==> src/rtl/uart_wb_arb.sv <==
// uart_wb_arb: two-requester arbiter/sequencer in front of the UART wrapper's
// single wishbone master port. It runs one single-beat transaction at a time,
// returns a one-cycle response to the owner, and answers a hung bus with an
// error response after TIMEOUT_CYC strobe cycles.
// Optional build macro: UART_WB_ARB_IRQ_PRIO_EN gives requester 1 strict
// priority while irq is high. Without it, arbitration is pure round-robin.
module uart_wb_arb #(
  parameter int ADDR_W      = 3,
  parameter int DATA_W      = 32,
  parameter int SELECT_W    = 4,
  parameter int TIMEOUT_CYC = 255
) (
  input  logic                clk,
  input  logic                rstn,
  input  logic                irq,
  input  logic                req0_valid,
  input  logic                req0_we,
  input  logic [ADDR_W-1:0]   req0_addr,
  input  logic [DATA_W-1:0]   req0_wdata,
  input  logic [SELECT_W-1:0] req0_sel,
  output logic                req0_ready,
  output logic                rsp0_valid,
  output logic [DATA_W-1:0]   rsp0_rdata,
  output logic                rsp0_err,
  input  logic                req1_valid,
  input  logic                req1_we,
  input  logic [ADDR_W-1:0]   req1_addr,
  input  logic [DATA_W-1:0]   req1_wdata,
  input  logic [SELECT_W-1:0] req1_sel,
  output logic                req1_ready,
  output logic                rsp1_valid,
  output logic [DATA_W-1:0]   rsp1_rdata,
  output logic                rsp1_err,
  output logic                wb_cyc,
  output logic                wb_stb,
  output logic                wb_we,
  output logic [ADDR_W-1:0]   wb_adr,
  output logic [DATA_W-1:0]   wb_dat_o,
  output logic [SELECT_W-1:0] wb_sel,
  input  logic [DATA_W-1:0]   wb_dat_i,
  input  logic                wb_ack
);

  typedef enum logic [1:0] {IDLE, BUS, RSP} state_t;

  state_t              state, state_nxt;
  logic                owner;     // 0 = requester 0, 1 = requester 1
  logic                rr_last;   // winner of the most recent grant
  logic [15:0]         cnt;       // strobe cycles spent in BUS
  logic [DATA_W-1:0]   rdata_q;
  logic                err_q;
  logic                prio1;
  logic                pick1;
  logic                idle;
  logic                grant;
  logic                expire;

`ifdef UART_WB_ARB_IRQ_PRIO_EN
  assign prio1 = irq;
`else
  logic unused_irq;
  assign unused_irq = irq;
  assign prio1      = 1'b0;
`endif

  // Grant is combinational in IDLE. It is held off while reset is asserted so
  // that every output stays low during reset.
  assign idle       = (state == IDLE) && rstn;
  assign pick1      = req1_valid && (!req0_valid || !rr_last || prio1);
  assign req1_ready = idle && pick1;
  assign req0_ready = idle && req0_valid && !pick1;
  assign grant      = req0_ready || req1_ready;

  // Expiry is flagged on the TIMEOUT_CYC-th strobe cycle. Counting starts at 0.
  assign expire = (cnt == 16'(TIMEOUT_CYC - 1));

  // The bus strobe is a decode of the state, so an asynchronous reset drops it at once.
  assign wb_cyc = (state == BUS);
  assign wb_stb = (state == BUS);

  // Responses are visible only during the single RSP cycle of their owner.
  assign rsp0_valid = (state == RSP) && !owner;
  assign rsp1_valid = (state == RSP) && owner;
  assign rsp0_rdata = rsp0_valid ? rdata_q : '0;
  assign rsp1_rdata = rsp1_valid ? rdata_q : '0;
  assign rsp0_err   = rsp0_valid && err_q;
  assign rsp1_err   = rsp1_valid && err_q;

  // Next-state decode for the IDLE -> BUS -> RSP -> IDLE sequence.
  always_comb begin
    // NOTE: assign a default first so every path writes state_nxt and no latch is inferred.
    state_nxt = state;
    unique case (state)
      IDLE:    if (grant) state_nxt = BUS;
      BUS:     if (wb_ack || expire) state_nxt = RSP;
      RSP:     state_nxt = IDLE;
      default: state_nxt = IDLE;
    endcase
  end

  // State register.
  always_ff @(posedge clk or negedge rstn) begin
    // NOTE: sequential state uses non-blocking assignments so that all flops update together.
    if (!rstn) state <= IDLE;
    else       state <= state_nxt;
  end

  // Request latch, round-robin pointer, timeout counter and response capture.
  always_ff @(posedge clk or negedge rstn) begin
    if (!rstn) begin
      owner    <= 1'b0;
      rr_last  <= 1'b1;
      cnt      <= '0;
      rdata_q  <= '0;
      err_q    <= 1'b0;
      wb_we    <= 1'b0;
      wb_adr   <= '0;
      wb_dat_o <= '0;
      wb_sel   <= '0;
    end else begin
      unique case (state)
        IDLE: begin
          if (grant) begin
            owner    <= pick1;
            rr_last  <= pick1;
            wb_we    <= pick1 ? req1_we    : req0_we;
            wb_adr   <= pick1 ? req1_addr  : req0_addr;
            wb_dat_o <= pick1 ? req1_wdata : req0_wdata;
            wb_sel   <= pick1 ? req1_sel   : req0_sel;
          end
        end
        BUS: begin
          cnt <= cnt + 16'd1;
          // An ack on the expiry cycle still counts as a good completion.
          if (wb_ack) begin
            rdata_q <= wb_we ? '0 : wb_dat_i;
            err_q   <= 1'b0;
          end else if (expire) begin
            rdata_q <= '0;
            err_q   <= 1'b1;
          end
        end
        RSP:     cnt <= '0;
        default: cnt <= '0;
      endcase
    end
  end

endmodule

==> config.mk <==
export PLATFORM = sky130hd
export DESIGN_NAME = uart_wb_arb
export DESIGN_NICKNAME = d
export VERILOG_FILES = /design/src/rtl/uart_wb_arb.sv
export SDC_FILE = /design/constraint.sdc
export NUM_CORES = 1
export LEC_CHECK = 0
export CAP_MARGIN = 0
export CORE_AREA = 5 5 120 77
export DETAILED_ROUTE_END_ITERATION = 12
export DIE_AREA = 0 0 125 82
export DONT_BUFFER_PORTS = 1
export PLACE_DENSITY_LB_ADDON = 0.25
export REMOVE_ABC_BUFFERS = 1
export SLEW_MARGIN = 30
export SYNTH_ARGS = -nofsm -noshare
export SYNTH_HDL_FRONTEND = slang
export SYNTH_SLANG_ARGS = --single-unit
==> constraint.sdc <==
create_clock -name clk -period 2.52 [get_ports clk]
set_input_delay 0.504 -clock clk [delete_from_list [all_inputs] [get_ports clk]]
set_output_delay 0.504 -clock clk [all_outputs]
set_load 0.1 [all_outputs]
==> flow_metrics.tcl, run 1 <==
set metrics [dict create \
    hp-class "primary input to asynchronous set/reset pin" \
    cp_slowest_stage_delay_ns 0.56 \
    cp_max_fo 17 \
    cts-buffers-inserted 9 \
    rsz0062_at_grt "false" \
    synth-async-reset-ratio_pct 100 \
    ys_warn_count 0 \
    syn_avg_cell_area_sq_um 10.8 \
    overflow 0 \
    synth_common_cells "dfrtp_1, mux2_2, and2_1, nand2b_1, a22oi_1" \
    critPathLaunchType "flop" \
    synth.most_common_cell "dfrtp_1" \
    netlist_instances 457 \
    min_period_over_period_pct 96.4 \
    synth_seq_cells 93 \
    clkTransAtPathRegs_ns 0.06 \
    fp-row-count 26 \
    portBuffers 0 \
    ys_seq_area_share_pct 47.0 \
    drc 0 \
    antenna_found_initial 0 \
    instances_no_fill 631 \
    die_area_sq_um 10300 \
    power_leakage_uw 0.00277 \
    synth_area_leaders "dfrtp_1, mux2_2, and2_1" \
    viasPerCell 6.56 \
    wl_microns 16000 \
    grt_pass1_vias 4347 \
    use_met3_pct 10.5 \
    drt-pass1-iter-count 5 \
    yosys.area.top_type "dfrtp_1" \
    finalSetupViolations 0 \
    cts_tree "yes" \
    p_total_uw 8930 \
    num-nets-final 634 \
    wl_per_cell_microns 25.3 \
    final_util_pct 84.1 \
    fp.coreArea_sq_um 8100 \
    fmax_mhz 412 \
    drt_iter0_drc 413 \
    areaGrowthSynthToFinish_pct 37.5 \
    cts_setup_buffers 0 \
    status "finished with violations" \
    drive_gt1_share_pct 36.6 \
    die_h_microns 82 \
    clock-root-buffer "clkbuf_16" \
    finalHoldViolations 92 \
    crit_type "flop to primary output" \
    crit_chain "and3b_4 -> and2_1 -> buf_12" \
    syn_area_sq_um 4960 \
    worstSkewPairLatency_ns 0.35 \
    clockBufferDepth 2 \
    place_ws_ns 0.342 \
    slew_viol_final 0 \
    violations "hold timing" \
    busiest_layer "met2" \
    grt_use_met2_pct 54.8 \
    dpl.hpwl_microns 10700 \
    synthDistinctLibCells 36 \
    num_vias 4138 \
    grt_pass1_wl_microns 24000 \
    io_pins 230 \
    synth_ff_type "dfrtp_1" \
    grt_max_degree 95 \
    slew_headroom_pct 37.0 \
    fin_skew_ns 0.00746 \
    synth-edff-count 0 \
    postRouteAntennaNets 0 \
    dpl.cell_count 614 \
    worst_slew_pin_slew_ns 0.945 \
    fin_tns_setup_ns 0 \
    gp_congestion 0.818 \
    antenna_cells 0 \
    cp_data_required_time_ns 2.02 \
    cap_violations 0 \
    post-route-min-period_ns 2.43 \
    grt_use_met1_pct 31.7 \
    initial_core_util_pct 61.2 \
    cp-end-kind "primary output" \
    cts_sinks 93 \
    p_per_area_nw_per_um2 1310 \
    holdWs_ns -0.151 \
    post-synth-top-area-fraction_pct 46.4 \
    grtUsageTotal_pct 30.3 \
    cp.arrival_ns 1.93 \
    crit_path_top_delay_cell "dfrtp_1" \
    die_w_microns 125 \
    htreeDepth 3 \
    worst_slack_ns 0.0908 \
    irDropWorstVdd_mv 1.35 \
]
==> report_power, final <==
| group | switching [uW] | total [uW] | internal (uW) |
|---|---|---|---|
| sequential | 2700 | 4750 | 2050 |
| combinational | 1580 | 2700 | 1120 |
| clock | 584 | 1480 | 900 |
| total | 4860 | 8930 | 4070 |
==> path summary, 6_finish.rpt <==
path	start	end	slack (ns)	cells past startpoint
worst max-delay path	state[0]$_DFFE_PN0P_	rsp1_rdata[3]	0.09	3
worst min-delay path	rstn	wb_dat_o[1]$_DFFE_PN0P_	-0.15	0
worst max register to register	state[0]$_DFFE_PN0P_	cnt[13]$_DFFE_PN0P_	0.34	3
worst min register to register	err_q$_DFFE_PN0P_	err_q$_DFFE_PN0P_	0.56	1
max in group asynchronous	rstn	rr_last$_DFFE_PN1P_	2.45	0
min in group clk	req0_valid	rr_last$_DFFE_PN1P_	0.25	1
==> metal layers <==
metal / vias up / part of all wire, %
met2: 282 / 53
met5: - / 0
met4: 0 / 5.0
met3: 73 / 8.5
met1: 2053 / 33
li1: 1730 / -
==> logic make-up after synthesis <==
family | count (synthesis) | synth area share, %
AO/OA/AOI/OAI | 90 | 11.3
buffers and inverters | 37 | 3.13
multiplexers | 83 | 18.9
AND/OR/NAND/NOR | 148 | 18.5
XOR/XNOR | 4 | 0.707
flip-flops | 93 | 47.0
adder cells (fa/ha/maj) | 2 | 0.505
==> state kept, by name, summed over array words and instances, names as in the netlist <==
register,cells
cnt,16
err_q,1
owner,1
rdata_q,32
rr_last,1
state,2
wb_adr,3
wb_dat_o,32
wb_sel,4
wb_we,1
==> stage by stage <==
stage	instance area (sq um)	hold slack, ns
CTS	6790	-0.163
finish	6810	-0.151
global placement	6470	0.210
global route	6810	-0.167
floorplan	4810	0.208
detailed placement	6470	0.210
==> timing repair <==
action                                  in CTS  in global routing
endpoints found under the setup margin      11                 36
hold endpoints to repair                    92                 92
gates cloned                                 0                  1
resized for setup                            0                  4
==> layout by cell type (no fill, tap or decap), drive strengths merged, types with 2 or more instances in the layout <==
master   n
a22oi   32
bufinv   2
ha       2
and3b    2
nand2    8
inv      3
o21a     2
clkinv   2
xor2     3
nor3b    2
and2    67
or3      4
clkbuf  12
nor2    10
o31ai    5
buf     79
o21ai   37
mux2    83
dfrtp   92
nand4    8
nand2b  33
nor4     4
nor2b    3
a21oi    9
or4      5
==> critical path: cells and delay by family (launching register included) <==
family / cells / cell delay [ns]
buf+inv: 1 / 0.19
flops: 1 / 0.56
simple gates: 2 / 0.81
==> area by class of cell <==
type	instances	area, sq um
Clock buffer	11	243
Timing Repair Buffer	80	1490
Fill cell	380	1290
Clock inverter	5	82.6
Sequential cell	93	2330
Tap cell	112	140
Multi-Input combinational cell	328	2530
Inverter	2	7.51
Note: power is estimated with default switching activity, not from simulation.
==> run 2, diff against run 1 <==
Settings changed: CORE_AREA 5 5 120 77 to 2 2 117 74, DIE_AREA 0 0 125 82 to 0 0 119 76.
==> flow_metrics.tcl, run 2 (synthesized netlist as in run 1, its figures left out) <==
set metrics [dict create \
    wl_per_cell_microns 23.6 \
    antenna_cells 0 \
    wl_met3_microns 1030 \
    dr_wl_met2_microns 7870 \
    grt_pass1_vias 4109 \
    hp-class "primary input to asynchronous set/reset pin" \
    worstSkewPairLatency_ns 0.34 \
    place_ws_ns 0.418 \
    holdWs_ns -0.149 \
    filler_cell_count 388 \
    clock-root-buffer "clkbuf_16" \
    num_vias 4021 \
    layout_common_cells "dfrtp_1, mux2_2, buf_12" \
    fin_tns_setup_ns 0 \
    initial_core_util_pct 61.2 \
    overflow 0 \
    finalHoldViolations 92 \
    worst_slack_ns 0.133 \
    htreeDepth 3 \
    io_pins 230 \
    clockBufferDepth 2 \
    fmax_mhz 419 \
    cap_violations 0 \
    crit_type "flop to primary output" \
    dr.max_layer_used "met4" \
    cp_max_fo 17 \
    grt_max_degree 95 \
    dpl.hpwl_microns 9810 \
    critPathLaunchType "flop" \
    areaGrowthSynthToFinish_pct 37.0 \
    viasPerCell 6.37 \
    grtUsageTotal_pct 32.2 \
    crit_path_top_delay_cell "dfrtp_1" \
    antenna_found_initial 0 \
    postRouteAntennaNets 0 \
    placed_area_sq_um 6470 \
    final_common_cell "dfrtp_1" \
    wl_met1_microns 5540 \
    slew_viol_final 0 \
    post-route-min-period_ns 2.39 \
    cp.arrival_ns 1.88 \
    violations "hold timing" \
    irDropWorstVdd_mv 1.13 \
    fp.coreArea_sq_um 8100 \
    drt_iter0_drc 345 \
    power_leakage_uw 0.00276 \
    cts-buffers-inserted 9 \
    p_per_area_nw_per_um2 1290 \
    portBuffers 0 \
    min_period_over_period_pct 94.7 \
    cts_sinks 93 \
    final-seq-area_sq_um 2330 \
    clkTransAtPathRegs_ns 0.06 \
    multi_input_area_sq_um 2530 \
    cp_data_required_time_ns 2.02 \
    fp-row-count 26 \
    instances_no_fill 631 \
    critPathBufInv 1 \
    drc 0 \
    slew_headroom_pct 36.8 \
    cp-end-kind "primary output" \
    cts_setup_buffers 0 \
    stdcell_area_sq_um 6790 \
    cts_tree "yes" \
    wl_microns 14900 \
    status "finished with violations" \
    drt-pass1-iter-count 5 \
    die_h_microns 76 \
    die_area_sq_um 9040 \
    num-nets-final 635 \
    worst_slew_pin_slew_ns 0.948 \
    fin_skew_ns 0.00588 \
    top_regs "rdata_q (32), wb_dat_o (32), cnt (16)" \
    finalSetupViolations 0 \
    die_w_microns 119 \
    gp_congestion 0.857 \
    crit_chain "and3b_4 -> and2_1 -> buf_12" \
    grt_pass1_wl_microns 22600 \
    cp_top_family "simple AND/OR/NAND/NOR gates" \
    dpl.cell_count 615 \
    cp_slowest_stage_delay_ns 0.55 \
    drive_gt1_share_pct 36.8 \
    rsz0062_at_grt "false" \
]
[run 2: cell types whose count changed in the layout (fill, tap and decap cells not counted), sizes merged]
cell,change
clkbuf,+2
inv,-1
clkinvlp,+1
bufinv,-2
clkinv,-1
buf,+1
[run 2: final timing paths]
kind	start	slack (ns)	end	depth (start not counted)
max	state[0]$_DFFE_PN0P_	0.13	rsp1_rdata[1]	3
min	rstn	-0.15	wb_dat_o[30]$_DFFE_PN0P_	0
max reg2reg	state[0]$_DFFE_PN0P_	0.36	cnt[15]$_DFFE_PN0P_	3
min reg2reg	wb_dat_o[19]$_DFFE_PN0P_	0.53	wb_dat_o[19]$_DFFE_PN0P_	1
max in group asynchronous	rstn	2.45	rr_last$_DFFE_PN1P_	0
min in group clk	req0_valid	0.25	rr_last$_DFFE_PN1P_	1
[run 2: repair_timing]
action                                  CTS  global route
cloned                                    0             1
gates resized for setup                   1             3
hold endpoints to repair                 92            92
endpoints found under the setup margin    1            34
[run 2: through the flow]
stage                     hold slack (ns)  power (uW)  utilization (%)
after floorplan                     0.208        6420                -
after global placement              0.210        7180             79.9
after detailed placement            0.210        7360             79.9
after CTS                          -0.156        8730             83.7
after global routing               -0.161        9010             83.9
final                              -0.149        8740             83.9
[run 2: worst register-to-register path, stage by stage (launching register included)]
cell     delay [ns]
dfrtp_1        0.64
nand4_1        0.53
nor4_1         0.50
mux2_2         0.38
[run 2: routing by layer]
layer,up-vias,global-route usage [%]
met4,0,9.88
li1,1742,-
met2,200,57.9
met3,35,10.0
met5,-,0
met1,2044,37.0
[run 2: final cells by class]
cell class              count  share of cell area (%)
inverters                   2                   0.111
multi-input cells         328                    37.2
repair buffers             81                    22.0
well taps                 112                    2.06
flip-flops and latches     93                    34.3
clock buffers              13                    4.13
clock inverters             2                   0.239
[run 2: where the power goes]
group          internal [uW]  total, uW  leakage (uW)  switching [uW]
clock network            773       1330      0.000144             560
logic                   1130       2730       0.00152            1600
registers               2050       4680       0.00110            2630
